<file path="src/rtl/dram_line_buffer_pkg.sv">
// Shared widths, state encoding and line/word helpers for the single-line DRAM buffer.
// The buffer holds one 128-bit line in front of a DRAM controller.
package dram_line_buffer_pkg;

    localparam int ADDR_W = 32;
    localparam int WORD_W = 32;
    localparam int LINE_W = 128;
    localparam int STRB_W = WORD_W / 8;
    localparam int WORDS  = LINE_W / WORD_W;
    localparam int TAG_W  = ADDR_W - 4;

    typedef enum logic [2:0] {
        ST_CALIB = 3'd0,
        ST_IDLE  = 3'd1,
        ST_ISSUE = 3'd2,
        ST_WAIT  = 3'd3,
        ST_RESP  = 3'd4
    } state_e;

    function automatic logic [WORD_W-1:0] select_word(input logic [LINE_W-1:0] line,
                                                      input logic [1:0] sel);
        return line[sel*WORD_W +: WORD_W];
    endfunction

    // Only the word addressed by sel changes, and only the byte lanes enabled in strb.
    function automatic logic [LINE_W-1:0] merge_line(input logic [LINE_W-1:0] line,
                                                     input logic [1:0] sel,
                                                     input logic [WORD_W-1:0] wdata,
                                                     input logic [STRB_W-1:0] strb);
        logic [LINE_W-1:0] res;
        res = line;
        for (int b = 0; b < STRB_W; b++) begin
            if (strb[b]) begin
                res[sel*WORD_W + b*8 +: 8] = wdata[b*8 +: 8];
            end
        end
        return res;
    endfunction

endpackage

</file>
<file path="src/rtl/dram_line_buffer.sv">
// Single-line read buffer with write-through in front of a DRAM controller.
// Read hits are served locally; misses and all writes go to DRAM.
module dram_line_buffer
    import dram_line_buffer_pkg::*;
(
    input  logic              clk,
    input  logic              rst_x_async,
    input  logic              i_req_valid,
    output logic              o_req_ready,
    input  logic              i_req_we,
    input  logic [ADDR_W-1:0] i_req_addr,
    input  logic [WORD_W-1:0] i_req_wdata,
    input  logic [STRB_W-1:0] i_req_wstrb,
    input  logic              i_flush,
    output logic              o_rsp_valid,
    output logic [WORD_W-1:0] o_rsp_rdata,
    output logic              o_calib_done,
    output logic              o_d_rd_en,
    output logic              o_d_wr_en,
    output logic [ADDR_W-1:0] o_d_addr,
    output logic [WORD_W-1:0] o_d_data,
    output logic [STRB_W-1:0] o_d_mask,
    input  logic              i_d_busy,
    input  logic              i_d_init_calib_complete,
    input  logic [LINE_W-1:0] i_d_data
);

    state_e              state_q, state_d;
    logic                valid_q, valid_d;
    logic                first_q, first_d;
    logic [TAG_W-1:0]    tag_q, tag_d;
    logic [LINE_W-1:0]   line_q, line_d;
    logic [ADDR_W-1:0]   addr_q, addr_d;
    logic                we_q, we_d;
    logic [WORD_W-1:0]   wdata_q, wdata_d;
    logic [STRB_W-1:0]   wstrb_q, wstrb_d;
    logic [WORD_W-1:0]   rsp_q, rsp_d;
    logic                req_hit;

    assign req_hit = valid_q && (tag_q == i_req_addr[ADDR_W-1:4]);

    always_comb begin
        state_d      = state_q;
        valid_d      = valid_q;
        first_d      = 1'b0;
        tag_d        = tag_q;
        line_d       = line_q;
        addr_d       = addr_q;
        we_d         = we_q;
        wdata_d      = wdata_q;
        wstrb_d      = wstrb_q;
        rsp_d        = rsp_q;
        o_req_ready  = 1'b0;
        o_rsp_valid  = 1'b0;
        o_rsp_rdata  = '0;
        o_calib_done = (state_q != ST_CALIB);
        o_d_rd_en    = 1'b0;
        o_d_wr_en    = 1'b0;
        o_d_addr     = '0;
        o_d_data     = '0;
        o_d_mask     = '0;

        case (state_q)
            ST_CALIB: begin
                if (i_d_init_calib_complete) state_d = ST_IDLE;
            end
            ST_IDLE: begin
                o_req_ready = 1'b1;
                if (i_req_valid) begin
                    if (!i_req_we && req_hit) begin
                        rsp_d   = select_word(line_q, i_req_addr[3:2]);
                        state_d = ST_RESP;
                    end else begin
                        addr_d  = i_req_addr;
                        we_d    = i_req_we;
                        wdata_d = i_req_wdata;
                        wstrb_d = i_req_wstrb;
                        state_d = ST_ISSUE;
                    end
                end
            end
            ST_ISSUE: begin
                o_d_rd_en = !we_q;
                o_d_wr_en = we_q;
                o_d_addr  = addr_q;
                o_d_data  = we_q ? wdata_q : '0;
                o_d_mask  = we_q ? ~wstrb_q : '0;
                first_d   = 1'b1;
                state_d   = ST_WAIT;
            end
            ST_WAIT: begin
                // Busy may lag the command by a cycle, so the first WAIT cycle never exits.
                if (!first_q && !i_d_busy) begin
                    state_d = ST_RESP;
                    if (!we_q) begin
                        line_d  = i_d_data;
                        tag_d   = addr_q[ADDR_W-1:4];
                        valid_d = 1'b1;
                        rsp_d   = select_word(i_d_data, addr_q[3:2]);
                    end else begin
                        rsp_d = '0;
                        if (valid_q && (tag_q == addr_q[ADDR_W-1:4])) begin
                            line_d = merge_line(line_q, addr_q[3:2], wdata_q, wstrb_q);
                        end
                    end
                end
            end
            ST_RESP: begin
                o_rsp_valid = 1'b1;
                o_rsp_rdata = rsp_q;
                state_d     = ST_IDLE;
            end
            default: state_d = ST_CALIB;
        endcase

        // Flush overrides a line capture in the same cycle; the captured word is still returned.
        if (i_flush) valid_d = 1'b0;
    end

    always_ff @(posedge clk or negedge rst_x_async) begin
        if (!rst_x_async) begin
            state_q <= ST_CALIB;
            valid_q <= 1'b0;
            first_q <= 1'b0;
        end else begin
            state_q <= state_d;
            valid_q <= valid_d;
            first_q <= first_d;
        end
    end

    always_ff @(posedge clk) begin
        tag_q   <= tag_d;
        line_q  <= line_d;
        addr_q  <= addr_d;
        we_q    <= we_d;
        wdata_q <= wdata_d;
        wstrb_q <= wstrb_d;
        rsp_q   <= rsp_d;
    end

endmodule

</file>
<file path="config.mk">
export PLATFORM = sky130hd
export DESIGN_NAME = dram_line_buffer
export DESIGN_NICKNAME = d
export VERILOG_FILES = /design/src/rtl/dram_line_buffer_pkg.sv /design/src/rtl/dram_line_buffer.sv
export SDC_FILE = /design/constraint.sdc
export NUM_CORES = 1
export LEC_CHECK = 0
export BUFFER_PORTS_ARGS = -buffer_cell sky130_fd_sc_hd__buf_2
export CELL_PAD_IN_SITES_DETAIL_PLACEMENT = 0
export CELL_PAD_IN_SITES_GLOBAL_PLACEMENT = 1
export CORE_UTILIZATION = 35
export CTS_BUF_LIST = sky130_fd_sc_hd__clkbuf_8
export DETAILED_ROUTE_END_ITERATION = 8
export GPL_TIMING_DRIVEN = 0
export PLACE_DENSITY_LB_ADDON = 0.1
export SYNTH_ARGS = -nofsm -noshare
export SYNTH_HDL_FRONTEND = slang
export SYNTH_SLANG_ARGS = --single-unit
</file>
<file path="constraint.sdc">
create_clock -name clk -period 8.3 [get_ports clk]
set_clock_uncertainty 0.15 [all_clocks]
set_input_delay 0.83 -clock clk [delete_from_list [all_inputs] [get_ports clk]]
set_output_delay 0.83 -clock clk [all_outputs]
set_load 0.1 [all_outputs]
</file>
==> results.md, run 1 <==
* Gr usage total at 0.235
* Worst slew pin tran at roughly 1300 ps
* Setup violators final at 0
* H-tree depth at 2
* Post-route clock period utilization at 0.559
* Setup crit start kind: register
* Setup CP Type: reg2out
* Rows at 70
* Final #Nets at 1651
* Area of the multi-input gates at 4680 um^2
* P per Cell Area at approximately 270 nW/um^2
* Met3 GRT Util at 0.0489
* Leading area contributor after synthesis: edfxtp_1
* 1st-iter DRT viols at 514
* Syn avg cell area at 12.3 um^2
* Synth-to-layout area growth at 24.0%
* Post-CTS Setup Bufs at 0
* Met1 Use GR at 0.302
* Die ar. at 38700 um^2
* Total CTS buffers at between 40 and 50
* CTS root buf: clkbuf_8
* Syn Inst Count at 1078
* Setup_tns at 0 ps
* Leakage at 0.00678 uW
* Clock-pin slew on the worst setup and hold paths at approximately 60 ps
* RSZ-0062 raised after global routing: no
* Post-DP HPWL at ~33 mm
* Share of cells above drive strength 1 at 0.318
* Initial Util at 0.359
* DR vias at 9863
* Crit path time final at 4640 ps
* WL/cell at 22.7 um
* FMAX at ~220 MHz
* R2R setup slack at between 4000 and 5000 ps
* Dpl ws at around 4300 ps
* Vias in the first global route at roughly 10000
* TritonCTS clock tree: done
* Crit path capture type: output pin
* GPL Wtd Cong at roughly 0.8
* 1st-pass router iterations at 4
* Seq cells post-synth at ~260
* Clk_lat worst skew at roughly 650 ps
* VDD IR max at 0.194 mV
* Syn Nets at roughly 1300
* Max Buffers Root-to-Sink at 3
* Detail Route Antenna Nets at 0
* CTS sink cnt at 262
* Initial antenna violation count at 7
* Top-Level Pins at slightly above 300
* Yosys top cell area share at 0.581
* Register area at a little under 8000 um^2
* First-pass GRT wire length at approximately 66 mm
* DR DRC count at 0
* Status: finished clean
* Most Crowded Layer GR: met2
* Met2 usage at 0.393
* Core area at 37000 um^2
* Total gr overflow at 0
* Synthesized area at about 13000 um^2
* Setup ws final at 3660 ps
* Largest net degree at the start of global routing at 30
* Fill count at roughly 3700
* Max cap viols at 0
* HP Class: in2reg
* CP required at 7320 ps
* Sequential area share after synthesis at 0.590
* Max transition margin at 0.109
* WL final at 45.3 mm
* Arrival time worst endpoint at 3660 ps
* Top cells by area, synth: edfxtp_1, mux4_2, o21ai_0
* Die W at about 200 um
* Netlist cell types at 37
* Final Max Slew Viols at 0
* CP max FO at 10
* YS warnings at 0
* Buffers on Ports at 307
* Hold Violations, Final at 0
* Chip height at between 150 and 200 um
* Vias per inst at between 4 and 5
## per-stage QoR
| step | hold slack, ps | cell area (um^2) | total power (uW) | std cells | utilization |
|---|---|---|---|---|---|
| floorplan | 313 | 13300 | 2900 | 1078 | - |
| global placement | 323 | 15400 | 3370 | 1889 | 0.418 |
| detailed placement | 334 | 15600 | 3400 | 1896 | 0.422 |
| CTS | 127 | 16500 | 4530 | 1987 | 0.445 |
| global route | 170 | 16500 | 4670 | 1990 | 0.446 |
| finish | 177 | 16500 | 4490 | 1992 | 0.446 |
## cells in the final DEF (no fill, tap or decap), types with 2 or more instances in the layout
cell type,n
diode_2,5
clkbuf_1,48
nand3_1,2
and3_1,32
buf_6,4
mux4_2,64
and2_1,75
buf_12,2
clkinv_2,3
nand2_1,149
a21oi_1,7
buf_4,4
clkbuf_8,49
dfrtp_1,5
nor4b_2,2
xor2_1,28
nor4_2,2
a21oi_2,11
nand4_1,9
nor2_1,13
buf_16,2
a22o_1,32
nor3b_1,4
o21ai_0,128
or3_1,2
nor4_1,7
nor3_1,6
edfxtp_1,257
inv_6,2
buf_2,321
ha_1,4
xnor2_1,28
inv_1,151
clkinv_1,15
## timing repair
| item | CTS | global route |
|---|---|---|
| hold endpoints to repair | 5 | 0 |
| resized for setup | 0 | 0 |
| hold buffers | 1 | 0 |
## where the power goes
part           internal (uW)  leakage [uW]  switching [uW]
combinational            394       0.00385            1160
clock                    550      0.000503             581
sequential              1700       0.00242             107
## registers in the layout (all words and copies together) (netlist names)
name / count
line_q: 128
tag_q: 28
we_q: 1
state_q: 3
rsp_q: 32
valid_q: 1
wdata_q: 32
wstrb_q: 4
first_q: 1
addr_q: 32
## per-layer routing
metal | routed length (um) | up-vias
met5 | 0 | -
met4 | 1100 | 0
met3 | 2910 | 67
met2 | 22100 | 355
met1 | 19200 | 4844
li1 | - | 4597
## final timing paths
check                            start           to  cells past startpoint
min in group asynchronous  rst_x_async      valid_q                      2
min reg2reg                 addr_q[21]    tag_q[17]                      0
max                         state_q[2]  o_d_mask[0]                      6
max in group asynchronous  rst_x_async   state_q[0]                      2
max reg2reg                  addr_q[3]    line_q[5]                      7
min                            i_flush      valid_q                      2
## final cells by class
type	instances	share of cell area
sequential	262	0.476
clock buffer	49	0.0409
clock inverter	41	0.0104
inverter	131	0.0298
antenna	5	0.000759
multi-input combinational	617	0.284
timing repair buffer	315	0.102
buffer	68	0.0179
tap	504	0.0383
## worst max-delay path: stages, from the launching register on
cell      delay, ps
dfrtp_1         470
nand2b_4        200
nor2_1          710
clkbuf_1        590
nand2_1         420
nor2_1          190
buf_2           450
## Yosys cell counts (all sizes together)
library cell and count:
nand3 2, o21ai 128, mux4 64, nand3b 1, dfrtp 5, a211oi 1, inv 131, nor4b 2
xor2 28, and3 32, nor3 6, ha 4, edfxtp 257, nor2 14, a21oi 18, o31ai 2
a22o 32, and2 75, clkbuf 48, nand4b 1, and4 1, xnor2 28, nor3b 5, o22ai 1
o21a 1, nor4 10, nand4 9, buf 20, nand2b 1, or3 2, nand2 149
## kinds of logic after synthesis
family | share of synthesized area
buffers and inverters | 0.0592
AOI/OAI and AO/OA | 0.0820
muxes | 0.109
DFF | 0.590
xor gates and xnor gates | 0.0369
and+or+nand+nor | 0.119
adders and majority gates | 0.00377
No activity file was read; power rests on OpenSTA's default activity.
==> run 2, diff against run 1 <==
--- a/config.mk
+++ b/config.mk
@@ -5,6 +5,7 @@
 export SDC_FILE = /design/constraint.sdc
 export NUM_CORES = 1
 export LEC_CHECK = 0
+export ABC_AREA = 1
 export BUFFER_PORTS_ARGS = -buffer_cell sky130_fd_sc_hd__buf_2
 export CELL_PAD_IN_SITES_DETAIL_PLACEMENT = 0
 export CELL_PAD_IN_SITES_GLOBAL_PLACEMENT = 1
==> constraint.sdc (replaced) <==
create_clock -name clk -period 4.7 [get_ports clk]
set_clock_uncertainty 0.15 [all_clocks]
set_input_delay 0.47 -clock clk [delete_from_list [all_inputs] [get_ports clk]]
set_output_delay 0.47 -clock clk [all_outputs]
set_load 0.1 [all_outputs]
==> run 2 against run 1 <==
Total power grew 90%; first-iteration DRC count grew 110%; critical path depth grew 3; non-clock buffer count grew 135; synthesized area grew 3.7%; via count grew 33%; clock-buffer cell count grew 5; sequential power grew 72%; worst hold slack lost 140 ps; final cell count grew 30%; register-to-register slack lost 3900 ps.
==> results.md, run 2 <==
* Synth-to-layout area growth at 31.5% (was 24.0%)
* WL final at 54.6 mm (was 45.3 mm)
* Netlist cell types at 33 (was 37)
* Seq cells post-synth at 262 (unchanged)
* 1st-pass router iterations at 5 (was 4)
* Die ar. at 40200 um^2 (was 38700 um^2)
* Fin cells at 2592 (was 1992)
* CTS sink cnt at 262 (unchanged)
* 1st-iter DRT viols at 1093 (was 514)
* Hold WS at 39.5 ps (was 177 ps)
* Sequential area share after synthesis at 0.569 (was 0.590)
* Clock power share at 0.255 (was 0.252)
* Top cells by area, synth: edfxtp_1, nand2_1, nor2_1 (was edfxtp_1, mux4_2, o21ai_0)
* Hold path depth at 3 (was 2)
* Number of gates resized after cts at 0 (unchanged)
* CP required at 4780 ps (was 7320 ps)
* DR DRC count at 0 (unchanged)
* Comb power frac at 0.380 (was 0.345)
* Commonest non-fill, non-tap cells in the layout: buf_2, nand2_1, edfxtp_1 (was buf_2, edfxtp_1, inv_1)
* Fill count at 3969 (was 3682)
* Post-route clock period utilization at 0.864
* GPL Wtd Cong at 0.856 (was 0.801)
* Syn avg cell area at 8.82 um^2 (was 12.3 um^2)
* Syn Inst Count at 1562 (was 1078)
* DR vias at 13200 (was 9863)
* HP Class: in2reg (unchanged)
* Fraction of registers with async set/reset at 0.0191 (unchanged)
* TritonCTS clock tree: done (unchanged)
* RSZ-0062 raised after global routing: no (unchanged)
* Max reg flops at 128 (unchanged)
* CTS root buf: clkbuf_8 (unchanged)
* VDD IR max at 0.337 mV (was 0.194 mV)
* CP max FO at 11 (was 10)
* Flop pwr share at 0.365 (was 0.403)
* R2R Path End: line_q[8] (was line_q[5])
* Status: finished clean (unchanged)
* Buffers on Ports at 307 (unchanged)
* Max cap viols at 0 (unchanged)
* Detail Route Antenna Nets at 0 (unchanged)
* Initial antenna violation count at 4 (was 7)
* Total gr overflow at 0 (unchanged)
* Vias in the first global route at 13100 (was 10500)
* Setup ws final at 637 ps (was 3660 ps)
* Die W at 200 um (was 197 um)
* P_int at 4790 uW (was 2650 uW)
* Chip height at 200 um (was 197 um)
* Arrival time worst endpoint at 4140 ps (was 3660 ps)
* WL/cell at 21.1 um (was 22.7 um)
* Vias per inst at 5.08 (was 4.95)
* Placed cells at 2390 (was 1896)
* Share of cells above drive strength 1 at 0.202 (was 0.318)
* Rows at 72 (was 70)
* Worst Min Path Start: i_d_data[22] (was i_flush)
* Final Max Slew Viols at 0 (unchanged)
* Setup_tns at 0 ps (unchanged)
* Setup violators final at 0 (unchanged)
* Setup crit start kind: register (unchanged)
* Commonest non-fill, non-tap cell in the layout: buf_2 (unchanged)
* FMAX at 246 MHz
* Synth top cells by count: nand2_1, edfxtp_1, nor2_1 (was edfxtp_1, nand2_1, inv_1)
* Final Instance Area at 18100 um^2 (was 16500 um^2)
* Clock-pin slew on the worst setup and hold paths at 60 ps (about the same)
* Top-Level Pins at 308 (unchanged)
* Dpl cell area at 16000 um^2 (was 15600 um^2)
* Final #Nets at 2247 (was 1651)
* Psw at 3720 uW (was 1840 uW)
* Initial Util at 0.356 (was 0.359)
* Largest Register: line_q (unchanged)
* Synth Flop Type: edfxtp_1 (unchanged)
* R2R setup slack at 640 ps (was 4530 ps)
* Gr usage total at 0.269 (was 0.235)
* Hold Path End: line_q[22] (was valid_q)
* Yosys top cell area share at 0.560 (was 0.581)
* P per Cell Area at 470 nW/um^2 (was 272 nW/um^2)
* Largest net degree at the start of global routing at 30 (unchanged)
* Syn Nets at 1769 (was 1285)
* Max Buffers Root-to-Sink at 3 (unchanged)
* Dpl ws at 695 ps (was 4290 ps)
* Clk_lat worst skew at 630 ps (was 650 ps)
* Post-synth EDFFs at 257 (unchanged)
* Crit path from: addr_q[2] (was state_q[2])
* Post-CTS Setup Bufs at 0 (unchanged)
* Setup CP Type: reg2reg (was reg2out)
* Worst R2R Path Depth at 9 (was 7)
* YS warnings at 0 (unchanged)
* Post-DP HPWL at 39.9 mm (was 32.8 mm)
* First-pass GRT wire length at 80.1 mm (was 65.6 mm)
* Crit path capture type: register (was output pin)
* Total CTS buffers at 50 (was 49)
* Hold Violations, Final at 0 (unchanged)
* FF-to-FF Start: addr_q[2] (was addr_q[3])
* Count leader, synth: nand2_1 (was edfxtp_1)
* Core area at 38700 um^2 (was 37000 um^2)
* Sw Share at 0.437 (was 0.411)
* Leading area contributor after synthesis: edfxtp_1 (unchanged)
* Crit path time final at 4060 ps
* Max transition margin at 0.159 (was 0.109)
* Worst slew pin tran at 1260 ps (was 1330 ps)
* H-tree depth at 2 (unchanged)
* Synthesized area at 13800 um^2 (was 13300 um^2)
* Leakage at 0.00799 uW (was 0.00678 uW)
[run 2: logic make-up after synthesis]
group           Yosys count  share of synthesized area
xor+xnor                 10                    0.00636
simple gates            548                      0.155
flops                   262                      0.569
compound gates          430                      0.179
fa+ha+maj                 4                    0.00363
buf+inv                 308                     0.0861
[run 2: power by group through the flow]
| stage | logic (uW) | registers (uW) | clock network, uW |
|---|---|---|---|
| after floorplan | 2240 | 3110 | 0 |
| after global placement | 3090 | 3170 | 0 |
| after detailed placement | 3150 | 3150 | 0 |
| after CTS | 3240 | 3110 | 2220 |
| after global routing | 3440 | 3130 | 2290 |
| final | 3240 | 3110 | 2170 |
[run 2: layout make-up]
cell class	instances	area, um^2	area share
Sequential cell	262	7840	0.433
Multi-Input combinational cell	992	4770	0.263
Timing Repair Buffer	426	2760	0.152
Inverter	216	811	0.0447
Clock buffer	54	743	0.0410
Tap cell	518	648	0.0358
Buffer	92	375	0.0207
Clock inverter	29	170	0.00939
Antenna cell	3	7.51	0.000414
[run 2: per-stage QoR]
stage	total power, uW	utilization
detailed placement	6300	0.414
global route	8870	0.468
floorplan	5350	-
CTS	8560	0.468
finish	8520	0.468
global placement	6260	0.412
[run 2: worst max-delay path by stage]
stage / slack [ps] / to / cells after the start
after detailed placement: 700 / line_q[9] / 9
after floorplan: 490 / o_d_data[0] / 7
after global routing: 470 / line_q[8] / 9
after CTS: 660 / line_q[8] / 9
after global placement: -620 / rsp_q[4] / 8
final: 640 / line_q[8] / 9
[run 2: layer usage]
layer | share of wire | global-route usage | routed length (um) | up-vias
li1 | - | - | - | 6280
met1 | 0.42 | 0.353 | 23200 | 6183
met2 | 0.46 | 0.429 | 25000 | 599
met3 | 0.086 | 0.0602 | 4700 | 101
met4 | 0.031 | 0.111 | 1680 | 2
met5 | 0.00024 | 0 | 13 | -
[run 2: what timing repair did]
item                                   CTS  global route
setup endpoints to repair                0             0
hold buffers                           116             0
endpoints found under the hold margin  120             0
[run 2: worst max-delay path: stages (launching register included)]
cell,delay [ps]
edfxtp_1,430
buf_2,230
inv_2,210
buf_2,310
buf_2,390
ha_1,210
clkbuf_1,290
clkbuf_1,480
a21oi_1,130
a21oi_1,830
==> run 3, diff against run 2 <==
--- a/config.mk
+++ b/config.mk
@@ -9,6 +9,7 @@
 export BUFFER_PORTS_ARGS = -buffer_cell sky130_fd_sc_hd__buf_2
 export CELL_PAD_IN_SITES_DETAIL_PLACEMENT = 0
 export CELL_PAD_IN_SITES_GLOBAL_PLACEMENT = 1
+export CORE_ASPECT_RATIO = 0.6
 export CORE_UTILIZATION = 35
 export CTS_BUF_LIST = sky130_fd_sc_hd__clkbuf_8
 export DETAILED_ROUTE_END_ITERATION = 8
==> run 3 against run 2 <==
Wire length is 4.2% higher; total power decreased by 1.1%; die area is essentially flat; critical path type unchanged; worst setup slack worse by 170 ps; utilization shrank 0.60 points; via count is 1.8% higher; register-to-register slack worse by 170 ps; worst hold slack worse by 4.3 ps; maximum frequency is 3.9% lower; non-clock buffer count decreased by 43.
==> results.md, run 3 (synthesized netlist as in run 2, its figures left out) <==
* Setup_tns at 0 ps (unchanged)
* Gr usage total at 0.275 (was 0.269)
* Crit path from: addr_q[2] (unchanged)
* Clock power share at 0.237 (was 0.255)
* DR vias at 13400 (was 13200)
* Setup crit start kind: register (unchanged)
* Max Buffers Root-to-Sink at 3 (unchanged)
* Total CTS buffers at 45 (was 50)
* P_int at 4640 uW (was 4790 uW)
* Chip height at 156 um (was 200 um)
* CTS root buf: clkbuf_8 (unchanged)
* Crit path capture type: register (unchanged)
* Die W at 258 um (was 200 um)
* Vias in the first global route at 12700 (was 13100)
* Worst slew pin tran at 1380 ps (was 1260 ps)
* Post-route clock period utilization at 0.900 (was 0.864)
* Detail Route Antenna Nets at 0 (unchanged)
* DR DRC count at 0 (unchanged)
* Status: finished clean (unchanged)
* Placed cells at 2387 (was 2390)
* 1st-pass router iterations at 5 (unchanged)
* Psw at 3780 uW (was 3720 uW)
* Rows at 55 (was 72)
* Dpl cell area at 16100 um^2 (was 16000 um^2)
* FMAX at 237 MHz (was 246 MHz)
* Die ar. at 40200 um^2 (about the same)
* First-pass GRT wire length at 80.3 mm (was 80.1 mm)
* Initial Util at 0.361 (was 0.356)
* Commonest non-fill, non-tap cells in the layout: buf_2, nand2_1, edfxtp_1 (unchanged)
* VDD IR max at 0.203 mV (was 0.337 mV)
* Setup violators final at 0 (unchanged)
* FF-to-FF Start: addr_q[2] (unchanged)
* Synth-to-layout area growth at 28.0% (was 31.5%)
* Share of cells above drive strength 1 at 0.206 (was 0.202)
* Final Max Slew Viols at 0 (unchanged)
* CP required at 4740 ps (was 4780 ps)
* R2R setup slack at 470 ps (was 640 ps)
* Sw Share at 0.449 (was 0.437)
* GPL Wtd Cong at 0.912 (was 0.856)
* Buffers on Ports at 307 (unchanged)
* Largest Register: line_q (unchanged)
* Number of gates resized after cts at 0 (unchanged)
* Leakage at 0.00778 uW (was 0.00799 uW)
* Total gr overflow at 0 (unchanged)
* R2R Path End: line_q[12] (was line_q[8])
* HP Class: in2reg (unchanged)
* Flop pwr share at 0.368 (was 0.365)
* Vias per inst at 5.27 (was 5.08)
* Max reg flops at 128 (unchanged)
* Clock-pin slew on the worst setup and hold paths at 70 ps (was 60 ps)
* WL final at 56.9 mm (was 54.6 mm)
* Core area at 38200 um^2 (was 38700 um^2)
* Comb power frac at 0.394 (was 0.380)
* Crit path time final at 4230 ps (was 4060 ps)
* Initial antenna violation count at 1 (was 4)
* H-tree depth at 2 (unchanged)
* Final #Nets at 2199 (was 2247)
* Final Instance Area at 17600 um^2 (was 18100 um^2)
* Commonest non-fill, non-tap cell in the layout: buf_2 (unchanged)
* RSZ-0062 raised after global routing: no (unchanged)
* WL/cell at 22.4 um (was 21.1 um)
* Max cap viols at 0 (unchanged)
* Clk_lat worst skew at 600 ps (was 630 ps)
* Fin cells at 2541 (was 2592)
* Arrival time worst endpoint at 4270 ps (was 4140 ps)
* Top-Level Pins at 308 (unchanged)
* TritonCTS clock tree: done (unchanged)
* CP max FO at 11 (unchanged)
* Largest net degree at the start of global routing at 30 (unchanged)
* Critical path capture point: line_q[12] (was line_q[8])
* Post-DP HPWL at 42.3 mm (was 39.9 mm)
* P per Cell Area at 477 nW/um^2 (was 470 nW/um^2)
* Hold Violations, Final at 0 (unchanged)
* Worst R2R Path Depth at 9 (unchanged)
* Setup CP Type: reg2reg (unchanged)
* Hold WS at 35.1 ps (was 39.5 ps)
* Final core area utilization at 0.462 (was 0.468)
* CTS sink cnt at 262 (unchanged)
* Max transition margin at 0.0773 (was 0.159)
* 1st-iter DRT viols at 1545 (was 1093)
[run 3: cell count changes in the layout (fill, tap and decap cells not counted)]
cell and delta:
buf_12 -2, buf_16 +4, bufinv_16 -1, clkbuf_8 -7
clkinv_1 +6, clkinv_2 +5, diode_2 -2, dlygate4sd3_1 -45
inv_1 -4
[run 3: worst min path at each step]
stage | from | to | depth (start not counted)
detailed placement | rst_x_async | valid_q | 1
finish | i_d_data[30] | line_q[30] | 3
global route | i_d_data[113] | line_q[113] | 3
floorplan | rst_x_async | first_q | 0
global placement | rst_x_async | valid_q | 1
CTS | i_d_data[126] | line_q[126] | 3
[run 3: cell type report]
cell class	instances	area, um^2
inverter	216	811
buffer	92	375
sequential	262	7840
antenna	1	2.50
fill	3807	20600
multi-input combinational	992	4770
clock inverter	35	173
clock buffer	47	647
tap	513	642
timing repair buffer	383	2380
[run 3: per-layer routing]
metal  wire length (um)  GRT usage  vias up  share of wire
met5                  0          0        -              0
met4               1440     0.0826        0          0.025
met3               5700     0.0622       97           0.10
met2              23700      0.402      758           0.42
met1              26000      0.402     6363           0.46
li1                   -          -     6180              -
[run 3: repair_timing]
action                                 in CTS  in global routing
endpoints found under the hold margin      75                  0
hold buffers                               71                  0
buffers inserted                            0                  0
[run 3: worst max-delay path, stage by stage, from the launching register on]
cell	delay [ps]
edfxtp_1	420
buf_2	230
inv_2	200
buf_2	310
buf_2	390
ha_1	210
clkbuf_1	290
clkbuf_1	560
a21oi_1	140
a21oi_1	930
[run 3: stage by stage]
step	setup slack [ps]	power (uW)
detailed placement	618	6380
CTS	581	8410
global placement	-938	6300
finish	472	8420
global route	316	8730
floorplan	490	5350
[run 3: power groups by stage]
stage	logic, uW	registers, uW	clock network, uW
floorplan	2240	3110	0
global placement	3130	3170	0
detailed placement	3240	3150	0
CTS	3290	3100	2020
global route	3490	3130	2120
finish	3320	3100	2000
